==> config.mk <==
export PLATFORM = sky130hd
export DESIGN_NAME = pdm_rx
export DESIGN_NICKNAME = d
export VERILOG_FILES = /design/src/rtl/pdm_rx.sv
export SDC_FILE = /design/constraint.sdc
export NUM_CORES = 1
export LEC_CHECK = 0
export ABC_AREA = 0
export CAP_MARGIN = 20
export CORE_AREA = 4 4 57 59
export DETAILED_ROUTE_END_ITERATION = 7
export DIE_AREA = 0 0 61 63
export PLACE_DENSITY_LB_ADDON = 0.3
export SYNTH_ARGS = -nofsm -noshare
export SYNTH_HDL_FRONTEND = slang
export SYNTH_SLANG_ARGS = --single-unit
==> constraint.sdc <==
create_clock -name clk_i -period 3.7 [get_ports clk_i]
set_input_delay 0.555 -clock clk_i [delete_from_list [all_inputs] [get_ports clk_i]]
set_output_delay 0.555 -clock clk_i [all_outputs]
set_load 0.1 [all_outputs]
==> src/rtl/pdm_rx.sv <==
// pdm_rx: PDM microphone front end. Divides clk_i down to pdm_clk_o, captures
//   PDM data line 0 (and line 1 when PDM_RX_LINE1_EN is defined) on both clock
//   phases, and replays them as a 1-bit channel-interleaved strobe stream.
// Latency: pad to capture is 2 cycles (synchronizer). A burst of n+1 strobes
//   starts 1 cycle after each low-phase end.
// Backpressure: none. The consumer must take every data_valid_o strobe.
// Macro PDM_RX_LINE1_EN: when defined, line 1 is captured (ch2/ch3). Otherwise
//   ch2/ch3 read 0 and pdm_data_i[1] is ignored.
// Ports:
//   clk_i, rstn_i        system clock, async active-low reset
//   cfg_en_i             enable; low stops pdm_clk_o and clears all state
//                        except the synchronizers
//   cfg_ch_num_i         channels minus 1, latched at each buffer load
//   cfg_clk_div_i        PDM half-period minus 1 (clamped to >= 2)
//   pdm_clk_o            PDM clock to the microphones
//   pdm_data_i           asynchronous PDM data pads (line 0, line 1)
//   data_o/data_valid_o  interleaved channel bit and its strobe
module pdm_rx #(
    parameter int DIV_WIDTH = 8
) (
    input  logic                 clk_i,
    input  logic                 rstn_i,
    input  logic                 cfg_en_i,
    input  logic [1:0]           cfg_ch_num_i,
    input  logic [DIV_WIDTH-1:0] cfg_clk_div_i,
    output logic                 pdm_clk_o,
    input  logic [1:0]           pdm_data_i,
    output logic                 data_o,
    output logic                 data_valid_o
);

    logic [1:0]           sync0_q;
    logic                 line0;
    logic [3:0]           load_val;

    logic [DIV_WIDTH-1:0] div_eff;
    logic [DIV_WIDTH-1:0] cnt_q, cnt_d;
    logic [DIV_WIDTH-1:0] div_q, div_d;
    logic                 phase_end;
    logic                 pdm_clk_q, pdm_clk_d;
    logic                 primed_q, primed_d;
    logic                 h0_q, h0_d;
    logic [3:0]           buf_q, buf_d;
    logic [1:0]           n_q, n_d;
    logic [1:0]           idx_q, idx_d;
    logic                 act_q, act_d;
    logic                 data_q, data_d;
    logic                 valid_q, valid_d;

    assign line0 = sync0_q[1];

    // Synchronizers free-run regardless of cfg_en_i.
    always_ff @(posedge clk_i or negedge rstn_i) begin
        if (!rstn_i) begin
            sync0_q <= '0;
        end else begin
            sync0_q <= {sync0_q[0], pdm_data_i[0]};
        end
    end

`ifdef PDM_RX_LINE1_EN
    logic [1:0] sync1_q;
    logic       line1;
    logic       h2_q, h2_d;

    assign line1 = sync1_q[1];

    always_ff @(posedge clk_i or negedge rstn_i) begin
        if (!rstn_i) begin
            sync1_q <= '0;
            h2_q    <= 1'b0;
        end else begin
            sync1_q <= {sync1_q[0], pdm_data_i[1]};
            h2_q    <= h2_d;
        end
    end

    always_comb begin
        h2_d = h2_q;
        if (!cfg_en_i) begin
            h2_d = 1'b0;
        end else if (phase_end && pdm_clk_q) begin
            h2_d = line1;
        end
    end

    // Bit k is channel k: {line1 low, line1 high, line0 low, line0 high}.
    assign load_val = {line1, h2_q, line0, h0_q};
`else
    logic unused_line1;
    assign unused_line1 = pdm_data_i[1];
    assign load_val     = {2'b00, line0, h0_q};
`endif

    assign div_eff   = (cfg_clk_div_i < DIV_WIDTH'(2)) ? DIV_WIDTH'(2) : cfg_clk_div_i;
    // div_q is refreshed only at a wrap (or while idle), so a divider change
    // never shortens the half-period already in progress.
    assign phase_end = (cnt_q == div_q);

    always_comb begin
        cnt_d     = cnt_q;
        div_d     = div_q;
        pdm_clk_d = pdm_clk_q;
        primed_d  = primed_q;
        h0_d      = h0_q;
        buf_d     = buf_q;
        n_d       = n_q;
        idx_d     = idx_q;
        act_d     = act_q;
        data_d    = data_q;
        valid_d   = 1'b0;

        if (!cfg_en_i) begin
            cnt_d     = '0;
            div_d     = div_eff;
            pdm_clk_d = 1'b0;
            primed_d  = 1'b0;
            h0_d      = 1'b0;
            buf_d     = '0;
            n_d       = '0;
            idx_d     = '0;
            act_d     = 1'b0;
            data_d    = 1'b0;
        end else begin
            if (act_q) begin
                valid_d = 1'b1;
                data_d  = buf_q[idx_q];
                idx_d   = idx_q + 2'd1;
                if (idx_q == n_q) begin
                    act_d = 1'b0;
                end
            end

            if (phase_end) begin
                cnt_d     = '0;
                div_d     = div_eff;
                pdm_clk_d = ~pdm_clk_q;
                if (pdm_clk_q) begin
                    h0_d     = line0;
                    primed_d = 1'b1;
                end else if (primed_q) begin
                    // Low-phase end with a high phase already held: start a burst.
                    buf_d = load_val;
                    n_d   = cfg_ch_num_i;
                    idx_d = '0;
                    act_d = 1'b1;
                end
            end else begin
                cnt_d = cnt_q + DIV_WIDTH'(1);
            end
        end
    end

    always_ff @(posedge clk_i or negedge rstn_i) begin
        if (!rstn_i) begin
            cnt_q     <= '0;
            div_q     <= DIV_WIDTH'(2);
            pdm_clk_q <= 1'b0;
            primed_q  <= 1'b0;
            h0_q      <= 1'b0;
            buf_q     <= '0;
            n_q       <= '0;
            idx_q     <= '0;
            act_q     <= 1'b0;
            data_q    <= 1'b0;
            valid_q   <= 1'b0;
        end else begin
            cnt_q     <= cnt_d;
            div_q     <= div_d;
            pdm_clk_q <= pdm_clk_d;
            primed_q  <= primed_d;
            h0_q      <= h0_d;
            buf_q     <= buf_d;
            n_q       <= n_d;
            idx_q     <= idx_d;
            act_q     <= act_d;
            data_q    <= data_d;
            valid_q   <= valid_d;
        end
    end

    assign pdm_clk_o    = pdm_clk_q;
    assign data_o       = data_q;
    assign data_valid_o = valid_q;

endmodule

== Word level (Yosys, flattened, before mapping) ==
Cells that the tools add are included.
Cells by class
  bitwise gates (word level): 1
  multiplexer cells: 38
  reductions and logical operators: 2
  magnitude comparators: 2
  add/sub/neg operators: 2
  eq/ne operators: 7
Operator list (count)
  8-bit two-way mux: 5
  1-bit two-way mux: 19
  2-bit two-way mux: 9
  4-bit two-way mux: 4
  8-bit by 1-bit adder with 8-bit output, second input constant: 1
  8-bit == test: 1
  8-bit by 2-bit < comparator with 1-bit output, second input constant: 1
  2-bit by 1-bit != test with 1-bit output, second input constant: 4
  2-bit by 3-bit < comparator with 1-bit output, second input constant: 1
  3-bit AND reduction: 1
  2-bit by 1-bit adder with 2-bit output, second input constant: 1
  1-bit binary-select mux with 2-bit select: 1
  2-bit == test: 1
  2-bit != test, second input constant: 1
  2-bit AND reduction: 1
  1-bit inverter: 1
Storage, ports and cells
  logic and storage cells: 64
  bits in registers: 32

== Depth between registers and ports, before layout ==
Gate-level depths: netlist (run 1).
  depth in word-level cells: 7
  mapped depth: 5
  gate-level depth less buffers: 4

== Worst setup path after synthesis (run 1) ==
OpenSTA, ideal clock, no wires.
  kind: reg-to-reg
  start point: reg div_q[1]
  end point: reg div_q[6]
  period minus slack after synthesis: 1.723 ns
  arrival: 1.596 ns
  slack: 1.977 ns
  cell stages (with the launch flop): 6
  path through: dfstp_2 xnor2_2 nand4_2 o21ai_4 buf_6 mux2_1
On the way
  word-level cells in the longest chain between the ends: 2
RTL lines
  from (decl): line 38  | logic [DIV_WIDTH-1:0] div_q, div_d;
  from (signal assigned): line 169  | div_q <= div_d;
  8-bit == test: line 98  | assign phase_end = (cnt_q == div_q);
  2-bit by 1-bit != test with 1-bit output (no source line)
No other way between the ends.
A chain may end at the register's enable or synchronous reset.

== Final worst setup path (run 1) ==
  start point: reg pdm_clk_q (netlist: pdm_clk_o)
  end point: out pdm_clk_o
RTL lines
  from (decl): line 40  | logic pdm_clk_q, pdm_clk_d;
  from (signal assigned): line 170  | pdm_clk_q <= pdm_clk_d;
  to (decl): line 26  | output logic pdm_clk_o,
No word-level cell between the ends.

==> results of run 1 <==
==> through the flow <==
stage / util (%) / setup WS [ns] / total power (W)
global route: 60.62 / 1.112 / 0.0006600
CTS: 60.62 / 1.160 / 0.0006313
finish: 60.62 / 1.185 / 0.0006203
floorplan: - / 1.977 / 0.0003972
global placement: 58.40 / 1.542 / 0.0004243
detailed placement: 58.40 / 1.512 / 0.0004274
==> sequential cells by signal (all words and copies together) (netlist names), 2 cells and up <==
signal	cells
cnt_q	8
buf_q	2
idx_q	2
n_q	2
div_q	8
sync0_q	2
==> cells by family after synthesis <==
group                      Yosys count  share of synthesized area (%)
and+or+nand+nor                     38                          15.29
DFF                                 30                          54.05
xor gates and xnor gates            18                          12.41
muxes                               15                          11.42
buffers and inverters                7                          2.428
AOI/OAI and AO/OA                    6                          3.507
adders and majority gates            1                         0.8991
==> Yosys cell counts, drive strengths merged <==
cell,n,area [um^2]
and2,1,6.260
xor2,6,52.55
or4,1,7.510
xnor2,12,120.1
nand3,5,25.02
mux2i,8,80.08
or3,1,6.260
and3,2,12.51
nand4,2,25.02
buf,1,11.26
a21boi,1,7.510
nand2,9,33.78
ha,1,12.51
o21a,2,15.01
o21ai,2,21.27
dfstp,1,26.28
dfrtp,29,725.7
inv,5,18.77
a21oi,1,5.000
nor3,3,15.01
nor4,2,33.78
nor2b,1,6.260
clkbuf,1,3.750
mux2,7,78.82
nor2,11,41.29
==> worst max path at each step <==
stage | from | endpoint | slack (ns) | cells past startpoint
5_1_grt | pdm_clk_o | pdm_clk_o | 1.11 | 1
3_5_place_dp | cfg_clk_div_i[5] | div_q[0] | 1.51 | 5
2_1_floorplan | div_q[1] | div_q[6] | 1.98 | 5
3_3_place_gp | cfg_clk_div_i[5] | div_q[0] | 1.54 | 5
4_1_cts | pdm_clk_o | pdm_clk_o | 1.16 | 1
6_report | pdm_clk_o | pdm_clk_o | 1.19 | 1
==> metal layers <==
layer  vias up  global-route usage [%]  routed length, um
met5         -                       0                  0
met4         0                   8.943                 63
met3         5                   6.818                124
met2        18                   20.05               1038
met1       412                   17.86               1039
li1        428                       -                  -
==> layout make-up <==
class | instances | area (um^2)
Tap cell | 31 | 38.79
Multi-Input combinational cell | 78 | 605.6
Clock buffer | 7 | 55.05
Timing Repair Buffer | 17 | 167.7
Clock inverter | 1 | 5.005
Sequential cell | 30 | 752.0
Inverter | 5 | 18.77
Fill cell | 239 | 1067
==> power groups by stage <==
stage | Sequential (W) | Clock (W) | Combinational, W
4_1_cts | 0.000355 | 0.000210 | 0.0000661
3_3_place_gp | 0.000361 | 0 | 0.0000636
2_1_floorplan | 0.000358 | 0 | 0.0000389
6_report | 0.000355 | 0.000201 | 0.0000649
3_5_place_dp | 0.000361 | 0 | 0.0000660
5_1_grt | 0.000356 | 0.000232 | 0.0000717
==> impl_metrics.json, run 1 <==
{
  "cts-hold-fix-buffers": 0,
  "worstPathCellList": "clkdlybuf4s50_1",
  "required_ns": 3.14,
  "wirelength_um": 2266,
  "fp.dieArea_mm2": 0.003843,
  "tightest_slew_ns": 0.9692,
  "ff2ff_path_depth": 4,
  "setup_violations": 0,
  "r2r-end": "div_q[0]",
  "first_pass_iters": 3,
  "gp_congestion": 0.7877,
  "cts_buffer_depth": 2,
  "critical_path_arrival_ns": 1.96,
  "comb_power_share_pct": 10.5,
  "seqPwrFrac_pct": 57.2,
  "wl_per_cell_um": 13.41,
  "synth_cells": 115,
  "cellInternalPower_w": 0.0004685,
  "cts_root_buffer": "clkbuf_4",
  "maxCapViolCount": 0,
  "fin_crit_ns": 2.515,
  "nNetsFinal": 153,
  "slowest_stage": "clkdlybuf4s50_1",
  "dp_hpwl_um": 1635,
  "remaining_drc_errors": 0,
  "drv_slew": 0,
  "dieWidth_um": 61,
  "min_path_cells": 0,
  "cts-buffers-inserted": 5,
  "p_leak_nw": 0.6861,
  "holdPathEnd": "sync0_q[1]",
  "syn_area_per_cell_um2": 12.10,
  "tritoncts": "built",
  "swShare_pct": 24.47,
  "path_class": "register to output pin",
  "synthesis.area_mm2": 0.001391,
  "fmax_mhz": 397.6,
  "final_cell_mix": "dfrtp_1, clkdlybuf4s50_1, nor2_1",
  "slew_headroom_pct": 35.18,
  "rsz0062_at_grt": "no",
  "worstReg2RegStart": "div_q[1]",
  "grt_pass1_vias": 819,
  "numPortBuffers": 16,
  "rows": 19,
  "cts.clk_slew.worst_paths_ns": 0.09,
  "grt_max_degree": 31,
  "stdcell_count": 169,
  "avgViaCountPerCell": 5.107,
  "path_max_fanout": 5,
  "fin_setup_tns_ns": 0,
  "skew_ns": 0.008088,
  "ant_nets": 0,
  "hold_ws_ns": 0.3560,
  "area_growth_pct": 18.08,
  "path_delay_family": "buffers and inverters",
  "finalHoldViolations": 0,
  "synth_cell_types": 29,
  "grt_first_pass_wirelength_um": 3864,
  "yosys_warnings": 0,
  "design_area_mm2": 0.001643,
  "drive_above_1_share_pct": 14.49,
  "antenna_found_initial": 0,
  "crit_path_end_kind": "output pin",
  "hold_path_class": "register to register",
  "start_kind": "register",
  "start_util_pct": 51.34,
  "power_switching_w": 0.0001518,
  "htreeDepth": 2,
  "ios": 18,
  "vias": 863,
  "power_density_mw_per_mm2": 377.6,
  "die_height_um": 63,
  "drt_iter0_drc": 21,
  "hold_path_startpoint": "sync0_q[0]",
  "path_buf_inv": 1,
  "grtUsageTotal_pct": 14.50,
  "ctsResizeCount": 0,
  "status": "finished, final reports clean",
  "cts.sinks": 30,
  "design.core.area_mm2": 0.002710,
  "final.period_utilization_pct": 67.97,
  "dpl_cell_area_mm2": 0.001583,
  "synth_seq_area_share_pct": 54.05,
  "max_stage_delay_ns": 1.17,
  "clkPwrFrac_pct": 32.4,
  "vdd_drop_max_v": 0.0002585,
  "grt_remaining_overflow": 0,
  "diodes": 0,
  "layout_commonest_cell": "dfrtp_1",
  "dp.cells": 161,
  "synth-seq-cells": 30,
  "clk_latency_ns": 0.33,
  "rrSetupSlack_ns": 1.82,
  "post-cts-setup-buffers": 0,
  "syn_nets": 131
}
(Power assumes the default switching activity.)
==> run 2: changes to the inputs <==
==> constraint.sdc (replaced) <==
create_clock -name clk_i -period 2.5 [get_ports clk_i]
set_input_delay 0.375 -clock clk_i [delete_from_list [all_inputs] [get_ports clk_i]]
set_output_delay 0.375 -clock clk_i [all_outputs]
set_load 0.1 [all_outputs]
==> run 2 against run 1 <==
Total power increased by 49%. Routed wire length about the same. Critical path depth increased by 3. Largest cell class unchanged.
==> impl_metrics.json, run 2 (synthesis gave the netlist of run 1 again) <==
{
  "status": "finished, final reports clean",
  "final_cell_mix": "dfrtp_1, clkdlybuf4s50_1, nor2_1",
  "remaining_drc_errors": 0,
  "start_util_pct": 51.34,
  "maxCapViolCount": 0,
  "setup_violations": 0,
  "cts-hold-fix-buffers": 0,
  "fin_crit_ns": 1.885,
  "cts.sinks": 30,
  "tritoncts": "built",
  "grt_remaining_overflow": 0,
  "crit_cells": 4,
  "avgViaCountPerCell": 5.218,
  "htreeDepth": 2,
  "required_ns": 2.72,
  "cts_root_buffer": "clkbuf_4",
  "grtUsageTotal_pct": 14.34,
  "slew_headroom_pct": 62.30,
  "numPortBuffers": 16,
  "layout_commonest_cell": "dfrtp_1",
  "vias": 887,
  "grt_first_pass_wirelength_um": 4064,
  "min_path_cells": 0,
  "drv_slew": 0,
  "reg_top3": "cnt_q x8, div_q x8",
  "cts.clk_slew.worst_paths_ns": 0.09,
  "slowest_stage": "dfstp_2",
  "gp_congestion": 0.7885,
  "utilization_pct": 60.76,
  "die_height_um": 63,
  "clk_latency_ns": 0.33,
  "drt_iter0_drc": 22,
  "wl_per_cell_um": 13.32,
  "cts_buffer_depth": 2,
  "worstPathCellList": "xnor2_2, nand4_2, o21ai_4, mux2_2",
  "skew_ns": 0.01161,
  "wirelength_um": 2264,
  "post-cts-setup-buffers": 0,
  "fmax_mhz": 530.5,
  "p_leak_nw": 0.6960,
  "cts-buffers-inserted": 5,
  "grt_pass1_vias": 917,
  "vdd_drop_max_v": 0.0005221,
  "area_growth_pct": 18.35,
  "hold_path_class": "register to register",
  "dp_hpwl_um": 1650,
  "tightest_slew_ns": 0.5612,
  "ctsResizeCount": 0,
  "ant_nets": 0,
  "num-fill-cells": 234,
  "ios": 18,
  "fp.dieArea_mm2": 0.003843,
  "max_stage_delay_ns": 0.56,
  "final.period_utilization_pct": 75.40,
  "fin_setup_tns_ns": 0,
  "dieWidth_um": 61,
  "crit_path_end_kind": "register",
  "rsz0062_at_grt": "no",
  "path_buf_inv": 0,
  "power_density_mw_per_mm2": 562.1,
  "start_kind": "register",
  "nNetsFinal": 154,
  "path_max_fanout": 16,
  "grt_max_degree": 31,
  "rows": 19,
  "path_class": "register to register",
  "finalHoldViolations": 0,
  "drive_above_1_share_pct": 17.99,
  "first_pass_iters": 2,
  "design.core.area_mm2": 0.002710,
  "critical_path_arrival_ns": 2.10,
  "path_delay_family": "flip-flops",
  "diodes": 0,
  "antenna_found_initial": 0,
  "ff2ff_path_depth": 4
}
[run 2: power breakdown]
group	leakage [nW]	internal [W]	switching (W)	total, W
Sequential	0.392	0.000506	0.0000198	0.000525
Combinational	0.269	0.0000528	0.0000444	0.0000972
Clock	0.0343	0.000135	0.000168	0.000303
[run 2: cell type report]
cell class,count,area [um^2],area share [%]
Sequential cell,30,752.0,45.67
Multi-Input combinational cell,78,605.6,36.78
Timing Repair Buffer,18,167.7,10.18
Clock buffer,6,51.30,3.116
Tap cell,31,38.79,2.356
Inverter,5,18.77,1.140
Clock inverter,2,12.51,0.7599
[run 2: path summary, 6_finish.rpt]
kind,slack [ns],to,from
worst max-delay path,0.62,div_q[0],div_q[1]
worst min-delay path,0.36,sync0_q[1],sync0_q[0]
worst max register to register,0.62,div_q[0],div_q[1]
worst min register to register,0.36,sync0_q[1],sync0_q[0]
max in group asynchronous,1.76,div_q[1],rstn_i
min in group asynchronous,0.42,idx_q[0],rstn_i
[run 2: per-layer routing]
layer / GRT usage [%] / share of wire, %
met1: 18.01 / 46
met5: 0 / 0
met2: 21.52 / 47
met4: 4.336 / 1.6
met3: 7.025 / 5.7
[run 2: metrics by stage]
| stage | std cells | setup WS (ns) | cell area, um^2 | hold WS, ns | power, W |
|---|---|---|---|---|---|
| floorplan | 115 | 0.7767 | 1391 | 0.07941 | 0.0005879 |
| finish | 170 | 0.6151 | 1647 | 0.3588 | 0.0009255 |
| global route | 170 | 0.5274 | 1647 | 0.3788 | 0.0009793 |
| CTS | 170 | 0.5981 | 1647 | 0.3634 | 0.0009410 |
| detailed placement | 162 | 0.4891 | 1583 | 0.3405 | 0.0006342 |
| global placement | 162 | 0.5276 | 1583 | 0.3375 | 0.0006289 |
==> run 3: changes to the inputs <==
--- a/config.mk
+++ b/config.mk
@@ -7,9 +7,9 @@
 export LEC_CHECK = 0
 export ABC_AREA = 0
 export CAP_MARGIN = 20
-export CORE_AREA = 4 4 57 59
+export CORE_AREA = 4 4 59 61
 export DETAILED_ROUTE_END_ITERATION = 7
-export DIE_AREA = 0 0 61 63
+export DIE_AREA = 0 0 63 65
 export PLACE_DENSITY_LB_ADDON = 0.3
 export SYNTH_ARGS = -nofsm -noshare
 export SYNTH_HDL_FRONTEND = slang
==> constraint.sdc (replaced) <==
create_clock -name clk_i -period 1.6 [get_ports clk_i]
set_input_delay 0.24 -clock clk_i [delete_from_list [all_inputs] [get_ports clk_i]]
set_output_delay 0.24 -clock clk_i [all_outputs]
set_load 0.1 [all_outputs]
==> run 3 against run 2 <==
The run now ends with setup timing left. Core utilization rose by 2.4 points. Global-route usage rose by 0.87 points. Clock skew barely moved. Non-clock buffer count rose by 15. Sequential power rose by 55%. Sequential share of layout area fell by 5.6 points. Design area rose by 14%. Clock power rose by 59%. Setup slack got worse by 0.64 ns. Sequential cell count did not move. Via count rose by 7.6%. Largest cell class unchanged. Largest power group unchanged.
==> impl_metrics.json, run 3 (synthesis gave the netlist of run 1 again) <==
{
  "fin_setup_tns_ns": -0.1432,
  "antenna_found_initial": 0,
  "ant_nets": 0,
  "cts_root_buffer": "clkbuf_4",
  "cts.sinks": 30,
  "tritoncts": "built",
  "grtUsageTotal_pct": 15.21,
  "remaining_drc_errors": 0,
  "die_height_um": 65,
  "cts-buffers-inserted": 5,
  "finalHoldViolations": 0,
  "htreeDepth": 2,
  "wl_per_cell_um": 13.61,
  "skew_ns": 0.01205,
  "start_util_pct": 46.72,
  "p_leak_nw": 0.8210,
  "grt_pass1_vias": 1056,
  "grt_first_pass_wirelength_um": 4705,
  "max_stage_delay_ns": 0.57,
  "cts.clk_slew.worst_paths_ns": 0.10,
  "final_cell_mix": "dfrtp_1, clkdlybuf4s50_1, buf_4",
  "required_ns": 1.82,
  "path_class": "register to register",
  "worstPathCellList": "xnor2_2, nand4_4, o21ai_4, buf_12, mux2_2",
  "grt_max_degree": 31,
  "path_max_fanout": 9,
  "design.core.area_mm2": 0.002978,
  "nNetsFinal": 169,
  "drt_iter0_drc": 16,
  "finalWorstSetupSlack_ns": -0.02638,
  "grt_remaining_overflow": 0,
  "fin_crit_ns": 1.626,
  "final.period_utilization_pct": 101.6,
  "violations": "setup timing",
  "path_delay_family": "flip-flops",
  "fmax_mhz": 614.9,
  "dp_hpwl_um": 1862,
  "avgViaCountPerCell": 5.102,
  "hold_path_class": "input port to asynchronous set/reset pin",
  "start_kind": "register",
  "critical_path_arrival_ns": 1.85,
  "status": "finished with violations",
  "slew_headroom_pct": 75.24,
  "drv_slew": 0,
  "drive_above_1_share_pct": 29.87,
  "fp.dieArea_mm2": 0.004095,
  "power_density_mw_per_mm2": 801.3,
  "diodes": 0,
  "rrSetupSlack_ns": -0.03,
  "place_ws_ns": -0.2540,
  "rows": 20,
  "vias": 954,
  "maxCapViolCount": 0,
  "layout_commonest_cell": "dfrtp_1",
  "reg_top3": "cnt_q x8, div_q x8",
  "slowest_stage": "dfstp_2",
  "numPortBuffers": 16,
  "cts_buffer_depth": 2,
  "cts-hold-fix-buffers": 0,
  "vdd_drop_max_v": 0.0006028,
  "setup_violations": 7,
  "crit_path_end_kind": "register",
  "tightest_slew_ns": 0.3714,
  "ios": 18,
  "gp_congestion": 0.7383,
  "path_buf_inv": 1,
  "dieWidth_um": 63,
  "rsz0062_at_grt": "yes",
  "first_pass_iters": 3,
  "clk_latency_ns": 0.33,
  "wirelength_um": 2545,
  "area_growth_pct": 35.16
}
run 3: changes by cell type in the layout (fill, tap and decap cells not counted), sizes merged:
cell	change
buf	+15
run 3: per-stage QoR:
stage	instances	hold WS, ns	power (W)	area (um^2)	utilization (%)
after floorplan	115	-0.05559	0.0009245	1401	-
after global placement	177	0.3388	0.001014	1743	58.53
after detailed placement	177	0.3443	0.001021	1743	58.53
after CTS	186	0.2788	0.001513	1851	62.14
after global routing	187	0.3090	0.001587	1881	63.15
final	187	0.2792	0.001507	1881	63.15
run 3: final cells by class:
class	count	area, um^2
tap	33	41.29
multi-input combinational	78	649.4
timing repair buffer	33	354.1
clock inverter	2	12.51
clock buffer	6	51.30
sequential	30	753.2
inverter	5	18.77
fill	243	1097
run 3: power breakdown:
part	total [W]	leakage (nW)	internal [W]	switching (W)
sequential	0.000816	0.391	0.000790	0.0000260
combinational	0.000209	0.396	0.000118	0.0000906
clock	0.000482	0.0343	0.000211	0.000271
run 3: worst paths after layout:
path	cells after the start	startpoint	to
hold reg to reg	0	sync0_q[0]	sync0_q[1]
setup / recovery	5	div_q[1]	div_q[3]
max in group asynchronous	2	rstn_i	div_q[1]
hold / removal	2	rstn_i	cnt_q[7]
setup reg to reg	5	div_q[1]	div_q[3]
min in group clk_i	1	pdm_data_i[0]	sync0_q[0]
run 3: per-layer routing:
metal	up-vias	track usage [%]	part of all wire [%]
met4	0	7.438	1.2
li1	467	-	-
met5	-	0	0
met2	19	25.43	51
met3	4	4.159	4.7
met1	464	18.04	43
run 3: timing repair:
item	CTS	global route
endpoints found under the setup margin	14	17
pin swaps	4	4
hold endpoints to repair	0	0
buffers inserted	1	1
resized for setup	5	5
run 3: worst reg2reg max path, delay by kind of cell, from the launching register on:
family	cells	cell delay [ns]
AO/OA/AOI/OAI	1	0.19
XOR/XNOR	1	0.13
buffers and inverters	1	0.15
flip-flops	1	0.57
multiplexers	1	0.33
AND/OR/NAND/NOR	1	0.15
